$ cat src/rtl/fetch_pc_unit_if.sv
// ============================================================================
// Module : fetch_pc_unit_if
// Brief  : Instruction-memory request/response and fetch-to-decode bundle.
// Rev    : 1.0  initial release
// ============================================================================
`default_nettype none

interface fetch_pc_unit_if #(
    parameter int PC_WIDTH    = 32,
    parameter int INSTR_WIDTH = 32
);
    logic                   imem_req_valid;
    logic                   imem_req_ready;
    logic [PC_WIDTH-1:0]    imem_addr;
    logic                   imem_rsp_valid;
    logic [INSTR_WIDTH-1:0] imem_rsp_data;
    logic                   if_valid;
    logic                   if_ready;
    logic [INSTR_WIDTH-1:0] if_instr;
    logic [PC_WIDTH-1:0]    if_pc;

    modport master (
        output imem_req_valid, imem_addr, if_valid, if_instr, if_pc,
        input  imem_req_ready, imem_rsp_valid, imem_rsp_data, if_ready
    );

    modport slave (
        input  imem_req_valid, imem_addr, if_valid, if_instr, if_pc,
        output imem_req_ready, imem_rsp_valid, imem_rsp_data, if_ready
    );
endinterface

`default_nettype wire

$ cat src/rtl/fetch_pc_unit.sv
// ============================================================================
// Module : fetch_pc_unit
// Brief  : PC holder issuing one instruction fetch at a time, with branch/jump
//          redirect and wrong-path discard.
// Rev    : 1.0  initial release
// ============================================================================
`default_nettype none

module fetch_pc_unit #(
    parameter int                 PC_WIDTH    = 32,
    parameter int                 INSTR_WIDTH = 32,
    parameter logic [PC_WIDTH-1:0] RESET_PC   = '0
) (
    input  wire                 clk,
    input  wire                 rst_n,
    input  wire                 pcsrc,
    input  wire  [PC_WIDTH-1:0] branch_target,
    input  wire                 jump,
    input  wire  [PC_WIDTH-1:0] jump_target,
    input  wire                 stall,
    fetch_pc_unit_if.master     bus
);

    localparam logic [PC_WIDTH-1:0] C_ALIGN_MASK = ~PC_WIDTH'(3);
    localparam logic [PC_WIDTH-1:0] C_PC_STEP    = PC_WIDTH'(4);

    typedef enum logic [1:0] {
        S_REQ  = 2'd0,
        S_WAIT = 2'd1,
        S_HOLD = 2'd2
    } state_t;

    state_t                 state_q, state_d;
    logic [PC_WIDTH-1:0]    pc_q, pc_d;
    logic [PC_WIDTH-1:0]    req_pc_q, req_pc_d;
    logic                   drop_q, drop_d;
    logic                   if_valid_q, if_valid_d;
    logic [INSTR_WIDTH-1:0] if_instr_q, if_instr_d;
    logic [PC_WIDTH-1:0]    if_pc_q, if_pc_d;

    logic                   w_redirect;
    logic [PC_WIDTH-1:0]    w_target;
    logic                   w_req_valid;
    logic [PC_WIDTH-1:0]    w_req_addr;

    // Branch has priority over jump when both fire in the same cycle.
    always_comb begin
        w_redirect = pcsrc || jump;
        w_target   = (pcsrc ? branch_target : jump_target) & C_ALIGN_MASK;
    end

    always_ff @(posedge clk or negedge rst_n) begin
        if (!rst_n) begin
            state_q    <= S_REQ;
            pc_q       <= RESET_PC;
            req_pc_q   <= '0;
            drop_q     <= 1'b0;
            if_valid_q <= 1'b0;
            if_instr_q <= '0;
            if_pc_q    <= '0;
        end else begin
            state_q    <= state_d;
            pc_q       <= pc_d;
            req_pc_q   <= req_pc_d;
            drop_q     <= drop_d;
            if_valid_q <= if_valid_d;
            if_instr_q <= if_instr_d;
            if_pc_q    <= if_pc_d;
        end
    end

    always_comb begin
        state_d     = state_q;
        pc_d        = pc_q;
        req_pc_d    = req_pc_q;
        drop_d      = drop_q;
        if_valid_d  = if_valid_q;
        if_instr_d  = if_instr_q;
        if_pc_d     = if_pc_q;
        w_req_valid = 1'b0;
        w_req_addr  = req_pc_q;

        case (state_q)
            S_REQ: begin
                // A redirect bypasses stall and is itself the address requested.
                w_req_valid = !stall || w_redirect;
                w_req_addr  = w_redirect ? w_target : pc_q;
                if (w_req_valid && bus.imem_req_ready) begin
                    req_pc_d = w_req_addr;
                    pc_d     = w_req_addr + C_PC_STEP;
                    state_d  = S_WAIT;
                end else if (w_redirect) begin
                    pc_d = w_target;
                end
            end
            S_WAIT: begin
                if (w_redirect) begin
                    pc_d = w_target;
                    if (bus.imem_rsp_valid) begin
                        drop_d  = 1'b0;
                        state_d = S_REQ;
                    end else begin
                        drop_d = 1'b1;
                    end
                end else if (bus.imem_rsp_valid) begin
                    if (drop_q) begin
                        drop_d  = 1'b0;
                        state_d = S_REQ;
                    end else begin
                        if_instr_d = bus.imem_rsp_data;
                        if_pc_d    = req_pc_q;
                        if_valid_d = 1'b1;
                        state_d    = S_HOLD;
                    end
                end
            end
            S_HOLD: begin
                if (w_redirect) begin
                    if_valid_d = 1'b0;
                    pc_d       = w_target;
                    state_d    = S_REQ;
                end else if (bus.if_ready) begin
                    if_valid_d = 1'b0;
                    state_d    = S_REQ;
                end
            end
            default: begin
                if_valid_d = 1'b0;
                state_d    = S_REQ;
            end
        endcase
    end

    assign bus.imem_req_valid = w_req_valid;
    assign bus.imem_addr      = w_req_addr;
    assign bus.if_valid       = if_valid_q;
    assign bus.if_instr       = if_instr_q;
    assign bus.if_pc          = if_pc_q;

endmodule

`default_nettype wire

$ cat src/flat_wrapper.sv
// flat-port wrapper written by rule: the top's interface ports become plain ports
module fetch_pc_unit_flat 
#(
    parameter int                 PC_WIDTH    = 32,
    parameter int                 INSTR_WIDTH = 32,
    parameter logic [PC_WIDTH-1:0] RESET_PC   = '0
)
  (clk, rst_n, pcsrc, branch_target, jump, jump_target, stall, bus_imem_req_valid, bus_imem_addr, bus_if_valid, bus_if_instr, bus_if_pc, bus_imem_req_ready, bus_imem_rsp_valid, bus_imem_rsp_data, bus_if_ready);
  fetch_pc_unit_if #(.PC_WIDTH(PC_WIDTH), .INSTR_WIDTH(INSTR_WIDTH)) bus_i ();
  input  wire clk;
  input  wire rst_n;
  input  wire pcsrc;
  input  wire  [PC_WIDTH-1:0] branch_target;
  input  wire jump;
  input  wire  [PC_WIDTH-1:0] jump_target;
  input  wire stall;
  output wire logic [$bits(bus_i.imem_req_valid)-1:0] bus_imem_req_valid;
  output wire logic [$bits(bus_i.imem_addr)-1:0] bus_imem_addr;
  output wire logic [$bits(bus_i.if_valid)-1:0] bus_if_valid;
  output wire logic [$bits(bus_i.if_instr)-1:0] bus_if_instr;
  output wire logic [$bits(bus_i.if_pc)-1:0] bus_if_pc;
  input wire logic [$bits(bus_i.imem_req_ready)-1:0] bus_imem_req_ready;
  input wire logic [$bits(bus_i.imem_rsp_valid)-1:0] bus_imem_rsp_valid;
  input wire logic [$bits(bus_i.imem_rsp_data)-1:0] bus_imem_rsp_data;
  input wire logic [$bits(bus_i.if_ready)-1:0] bus_if_ready;
  assign bus_imem_req_valid = bus_i.imem_req_valid;
  assign bus_imem_addr = bus_i.imem_addr;
  assign bus_if_valid = bus_i.if_valid;
  assign bus_if_instr = bus_i.if_instr;
  assign bus_if_pc = bus_i.if_pc;
  assign bus_i.imem_req_ready = bus_imem_req_ready;
  assign bus_i.imem_rsp_valid = bus_imem_rsp_valid;
  assign bus_i.imem_rsp_data = bus_imem_rsp_data;
  assign bus_i.if_ready = bus_if_ready;
  fetch_pc_unit #(.PC_WIDTH(PC_WIDTH), .INSTR_WIDTH(INSTR_WIDTH), .RESET_PC(RESET_PC)) u_core (.clk(clk), .rst_n(rst_n), .pcsrc(pcsrc), .branch_target(branch_target), .jump(jump), .jump_target(jump_target), .stall(stall), .bus(bus_i));
endmodule
$ cat config.mk
export PLATFORM = sky130hd
export DESIGN_NAME = fetch_pc_unit_flat
export DESIGN_NICKNAME = d
export VERILOG_FILES = /design/src/rtl/fetch_pc_unit_if.sv /design/src/rtl/fetch_pc_unit.sv /design/src/flat_wrapper.sv
export SDC_FILE = /design/constraint.sdc
export NUM_CORES = 1
export LEC_CHECK = 0
export ABC_AREA = 1
export CORE_MARGIN = 2
export CORE_UTILIZATION = 24
export DETAILED_ROUTE_END_ITERATION = 8
export PLACE_DENSITY = 0.44
export SYNTH_ARGS = -nofsm -noshare
export SYNTH_HDL_FRONTEND = slang
export SYNTH_SLANG_ARGS = --single-unit
export TNS_END_PERCENT = 20
$ cat constraint.sdc
create_clock -name clk -period 2.25 [get_ports clk]
set_input_delay 0.3375 -clock clk [delete_from_list [all_inputs] [get_ports clk]]
set_output_delay 0.3375 -clock clk [all_outputs]
set_load 0.005 [all_outputs]
==> run summary <==
The die is 176.0 µm wide. The starting utilization of the core area is 24.53%. The sum of negative setup slack is 0 ns. The number of DRC violations after detailed-routing iteration 0 is 420. The count of final max-slew check failures came out at 0. The remaining design rule violation count came out at 0. The number of different library cells in the post-synthesis netlist came out at 38. The reg-to-reg endpoint is u_core.pc_q[31]. The synthesized net count is a little over 1000. For this run the aggregate overflow at the end of global routing stands at 0.

The switching power of the nets is 4.349 mW. The count of pins on the block boundary came out at just over 200. For the worst flop-to-flop path, the logic depth is 11.

The proportion of total power due to net switching came out at 35.09%. The required time of the critical path came out at around 1.9 ns. From synthesis to final layout, the design area changed by 57.60%. The final net count is 1331. The post-route fraction of the period consumed by the critical path came out at 96.24%. The clock network power share came out at 23.5%. On the critical path the largest part of the delay comes from buffers and inverters.

Cell internal power was estimated by the tool at 8.042 mW. The number of warnings printed during yosys synthesis is 0. The final layout contains routed wiring with a total length of around 25000 µm.

The sequential element share of the synthesized area is between 40% and 50%. The maximum level of the CTS H-tree came out at 4. The placed standard-cell area is ~10000 µm².

The combined global-route utilization of all metal layers came out at 16.69%. After layout, the minimum clock period comes to 2.166 ns. The maximum achievable frequency came out at ~460 MHz. Total power for the finished layout comes to 12.39 mW. The slowest stage of the critical path is the sky130_fd_sc_hd__dfrtp_1 cell. The post-synthesis instance area is 7097 µm². The y dimension of the die came out at about 180 µm. The post-synthesis area per instance came out at 7.731 µm². In this run the core area contains 62 standard-cell rows. The sequential cell fraction of total power is 31.3%. After technology mapping, the gate count stands at 918. The count of nets left with antenna violations once routing finished came out at 0.

On the worst path, the slowest cell contributes a delay of between 0.3 and 0.4 ns. The reported leakage power is 5.299 nW. The cell sitting at the root of the clock tree is a sky130_fd_sc_hd__clkbuf_16. The detailed-route via count is 6954. The sum of buffers and inverters on the critical path is 5.

The signal on the critical path passes through inv_2 -> ha_4 -> clkinv_4 -> buf_12 -> buf_16 -> nand2_1 -> o21ai_1 -> dlygate4sd2_1. The tightest min-delay check is of the input port to async pin type. Port buffering added 197 buffers. The iteration count of the initial detailed-routing pass came out at 5. The share of total power dissipated in combinational logic is a little under half. The footprint of the multi-input gates is 3372 µm². STA classifies the critical path endpoint as an output port. The wire length of the first global-routing pass is 39450 µm. The top cell types in the final layout, fill and taps aside, are 322 x sky130_fd_sc_hd__nand2_1, 161 x sky130_fd_sc_hd__clkdlybuf4s50_1, 132 x sky130_fd_sc_hd__dfrtp_1.

The relative max-transition margin came out at roughly three fifths. The clock sink count came out at between 100 and 150. The deepest clock path buffer count is 2.

The area taken by flip-flops and latches came out at 3303 µm². The kind of critical path is flip-flop to output port. The type of origin of the critical path is a flip-flop. The endpoint arrival time on the critical path came out at 1.83 ns. The post-layout utilization of the core is 38.65%. In this run the register-to-register setup slack is 0.29 ns. The final count of negative-setup-slack endpoints came out at 0. The half-perimeter wire length of the detailed placement result is 19070 µm. Dividing the detail-routed wire length by the instance count gives 15.73 µm. The finished cells cover 11180 µm².

The share of layout cells above drive strength 1 came out at 21.38%. The peak supply drop came out at 0.0007007 V. The total CTS buffers is 17. The pin count of the biggest net entering global routing is 58. TritonCTS built the clock tree. The placeable core region came out at about 29000 µm². The routability-driven placement congestion ratio came out at 0.8742. In this run the critical register-to-register path is launched from u_core.state_q[0]. The via count of the first global-routing pass is approximately 7000. The post-detailed-route via-to-cell ratio is 4.295.

The synthesized flop and latch total came out at approximately 130. The overall die area is 30960 µm². The antenna diode count is 0. The number of antenna violations at the first check in global routing is 0.

The max-capacitance violation count is 0. The filler cell count in the final layout is 2985. The clock reaches the later pin of the worst-skew pair after 0.43 ns. Setup repair after global routing could not meet its margin everywhere. The slew at the pin closest to its max-slew limit is 0.5901 ns. The library cell used most frequently in the layout, excluding fill and tap cells, is sky130_fd_sc_hd__nand2_1. The maximum fanout count along the critical path came out at 14. The clock arrives with about 0.019 ns of skew. The clock edge transition at the registers on the reported setup and hold paths is 0.07 ns. The run finished with clean final reports. The power density relative to cell area is 1108 nW/µm².

The total count of hold-check failures in the final report is 0.
==> per-stage QoR <==
step	worst slack (ns)	hold slack [ns]	std cells
3_5_place_dp	-0.6539	0.3785	1576
6_report	0.08449	0.4607	1619
5_1_grt	-0.02228	0.4960	1619
2_1_floorplan	0.4528	0.04191	918
3_3_place_gp	-0.6929	0.3778	1576
4_1_cts	-0.2066	0.4774	1616
==> logic make-up (layout without fill, tap and decap cells) <==
kind of cell	after synthesis	in the layout	share of synthesized area, %
flip-flops	132	132	46.54
multiplexers	36	36	5.712
AO/OA/AOI/OAI	147	147	10.98
adder cells (fa/ha/maj)	5	5	0.8815
XOR/XNOR	4	4	0.4937
AND/OR/NAND/NOR	471	473	27.72
buffers and inverters	123	438	7.669
==> sequential cells by signal (all words and copies together) (netlist names) <==
register	cells
u_core.bus.if_instr	32
u_core.bus.if_pc	32
u_core.bus.if_valid	1
u_core.drop_q	1
u_core.pc_q	32
u_core.req_pc_q	32
u_core.state_q	2
==> what timing repair did <==
action	in CTS	in global routing
hold endpoints to repair	54	0
buffers inserted	3	2
pin swaps	2	1
hold buffers	1	0
endpoints found under the setup margin	45	16
gates cloned	4	1
resized for setup	63	24
==> cells in the mapped netlist <==
cell                       instances  area share [%]
sky130_fd_sc_hd__a21oi_1          14            0.99
sky130_fd_sc_hd__a21oi_2           2            0.25
sky130_fd_sc_hd__a22o_1            1            0.12
sky130_fd_sc_hd__a22oi_1           1            0.11
sky130_fd_sc_hd__a31oi_1           3            0.26
sky130_fd_sc_hd__buf_1             3            0.16
sky130_fd_sc_hd__buf_2             9            0.63
sky130_fd_sc_hd__buf_4             9            0.95
sky130_fd_sc_hd__buf_6             2            0.32
sky130_fd_sc_hd__buf_8             2            0.42
sky130_fd_sc_hd__clkbuf_1         18            0.95
sky130_fd_sc_hd__clkinv_1          2            0.11
sky130_fd_sc_hd__dfrtp_1         132              47
sky130_fd_sc_hd__ha_1              5            0.88
sky130_fd_sc_hd__inv_1            72             3.8
sky130_fd_sc_hd__inv_2             6            0.32
sky130_fd_sc_hd__mux2_2           36             5.7
sky130_fd_sc_hd__nand2_1         324              17
sky130_fd_sc_hd__nand2_2          15             1.3
sky130_fd_sc_hd__nand2_8           1            0.28
sky130_fd_sc_hd__nand3_1          53             3.7
sky130_fd_sc_hd__nand3_2           2            0.28
sky130_fd_sc_hd__nand4_1           7            0.62
sky130_fd_sc_hd__nor2_1           53             2.8
sky130_fd_sc_hd__nor2_2           11            0.97
sky130_fd_sc_hd__nor2_4            2            0.32
sky130_fd_sc_hd__nor2b_1           1           0.088
sky130_fd_sc_hd__nor3_1            1           0.070
sky130_fd_sc_hd__o211ai_1          1            0.11
sky130_fd_sc_hd__o21ai_0         102             7.2
sky130_fd_sc_hd__o21ai_1          15             1.1
sky130_fd_sc_hd__o21ai_2           3            0.37
sky130_fd_sc_hd__o21bai_1          3            0.32
sky130_fd_sc_hd__o221ai_1          1            0.12
sky130_fd_sc_hd__o22ai_1           1           0.088
sky130_fd_sc_hd__or2_2             1           0.088
sky130_fd_sc_hd__xnor2_1           1            0.12
sky130_fd_sc_hd__xor2_1            3            0.37
==> worst max-delay path by stage <==
stage	from	to	slack [ns]	cells past startpoint
2_1_floorplan	pcsrc	u_core.pc_q[24]	0.45	14
5_1_grt	u_core.state_q[0]	bus_imem_addr[26]	-0.02	7
4_1_cts	pcsrc	bus_imem_addr[6]	-0.21	10
3_3_place_gp	pcsrc	u_core.pc_q[31]	-0.69	16
6_report	u_core.state_q[0]	bus_imem_addr[20]	0.08	8
3_5_place_dp	pcsrc	u_core.pc_q[31]	-0.65	16
==> power groups by stage <==
stage          combinational, mW  sequential [mW]  clock (mW)
3_3_place_gp                5.55             3.90           0
5_1_grt                     6.20             4.02        3.11
6_report                    5.59             3.88        2.92
3_5_place_dp                5.56             3.92           0
4_1_cts                     5.59             3.89        3.00
2_1_floorplan               2.13             3.88           0
==> area by class of cell <==
type	count	share of cell area [%]
Multi-Input combinational cell	665	30.15
Clock buffer	17	3.804
Sequential cell	132	29.53
Tap cell	384	4.296
Inverter	80	2.797
Timing Repair Buffer	326	27.78
Clock inverter	15	1.644
==> layer usage <==
layer / global-route usage (%) / part of all wire [%]
met1: 23.30 / 49
met5: 0 / 0
met3: 3.575 / 5.5
met4: 3.719 / 1.1
met2: 26.56 / 44
Note: power is estimated with default switching activity, not from simulation.
==> RTL edit: new RTL, same flow settings <==
`PC_WIDTH` is set to 32 in 3 places; all go to 28.
--- a/src/rtl/fetch_pc_unit_if.sv
+++ b/src/rtl/fetch_pc_unit_if.sv
@@ -6,7 +6,7 @@
 `default_nettype none
 
 interface fetch_pc_unit_if #(
-    parameter int PC_WIDTH    = 32,
+    parameter int PC_WIDTH    = 28,
     parameter int INSTR_WIDTH = 32
 );
     logic                   imem_req_valid;
--- a/src/rtl/fetch_pc_unit.sv
+++ b/src/rtl/fetch_pc_unit.sv
@@ -7,7 +7,7 @@
 `default_nettype none
 
 module fetch_pc_unit #(
-    parameter int                 PC_WIDTH    = 32,
+    parameter int                 PC_WIDTH    = 28,
     parameter int                 INSTR_WIDTH = 32,
     parameter logic [PC_WIDTH-1:0] RESET_PC   = '0
 ) (
--- a/src/flat_wrapper.sv
+++ b/src/flat_wrapper.sv
@@ -1,7 +1,7 @@
 // flat-port wrapper written by rule: the top's interface ports become plain ports
 module fetch_pc_unit_flat 
 #(
-    parameter int                 PC_WIDTH    = 32,
+    parameter int                 PC_WIDTH    = 28,
     parameter int                 INSTR_WIDTH = 32,
     parameter logic [PC_WIDTH-1:0] RESET_PC   = '0
 )
Ports: changed (resized branch_target, bus_if_pc, bus_imem_addr and jump_target); port bits go from 202 to 186. No check against the original RTL was run, so the function may have changed too.
==> RTL edit against the original RTL <==
Setup slack worse by 0.020 ns. Final area down 10%. Total power down 12%. Sequential cell count down 12. Critical endpoint is now bus_imem_addr[16]. Routed wire length down 16%. Critical path type unchanged. Utilization down 0.33 points. Highest routed layer unchanged. Non-clock buffer count down 40. Area after synthesis down 9.2%. Largest cell class unchanged.
==> RTL edit: results (changes against the original RTL) <==
metric	value	unit	change
r2r_slack	0.37	ns	was 0.29 ns
p_int	7.27	mW	was 8.04 mW
post-cts-setup-buffers	10		was 3
hold_ws	0.474	ns	was 0.461 ns
ir_drop	0.000528	V	was 0.000701 V
r2r_cells	12		was 11
wirelength_met1	11100	um	was 12,600 um
synthMuxAreaShare	5.94	%	was 5.71%
met1_usage	23.1	%	was 23.3%
nFillCells	2740		was 2,985
first_pass_iters	9		was 5
min_path_type	register to register		was input port to async pin
yosysSeqAreaShare	46.6	%	was 46.5%
met3_usage	3.24	%	was 3.57%
dpl.hpwl	15800	um	was 19,100 um
p_clk	2.73	mW	was 2.92 mW
drt_wl_total	21500	um	was 25,500 um
nets	1185		was 1,331
vias	6100		was 6,954
ys_types	37		was 38
avgRoutedWirePerCell	15.0	um	was 15.7 um
cpPeakStageDelay	0.36	ns	was 0.39 ns
synth_commonest_cells	nand2_1 (306), dfrtp_1 (120), o21ai_0 (90), inv_1 (62), nand3_1 (46)		was nand2_1 (324), dfrtp_1 (132), o21ai_0 (102), inv_1 (72)
grt_pass1_wl	34100	um	was 39,500 um
synth_nets	917		was 1,027
io_buffers	181		was 197
layout-drive-gt1-share	23.4	%	was 21.4%
grt_pass1_vias	6037		was 6,988
globalplace.congestion	0.837		was 0.874
met2_usage	23.2	%	was 26.6%
cts_resized	86		was 63
placed_area	9270	um2	was 10,400 um2
finClkSkew	0.00806	ns	was 0.0189 ns
worstMarginPinSlew	0.633	ns	was 0.590 ns
final_util	38.3	%	was 38.7%
status	finished, final reports clean		unchanged
[RTL edit: worst max-delay path by stage]
stage | start | end | slack, ns | cells past startpoint
final | u_core.state_q[1] | bus_imem_addr[16] | 0.06 | 6
after global routing | u_core.state_q[0] | bus_imem_addr[26] | -0.003 | 8
after CTS | u_core.state_q[1] | bus_imem_req_valid | -0.1 | 6
after detailed placement | pcsrc | bus_imem_addr[27] | -0.46 | 10
after global placement | pcsrc | bus_imem_addr[27] | -0.42 | 10
after floorplan | pcsrc | u_core.pc_q[24] | 0.28 | 15
[RTL edit: final cells by class]
class / instances / area share (%)
tap: 335 / 4.17
timing repair inverter: 1 / 0.0747
sequential: 120 / 29.9
clock inverter: 13 / 1.46
clock buffer: 18 / 4.37
multi-input combinational: 587 / 30.0
timing repair buffer: 286 / 27.2
inverter: 71 / 2.74
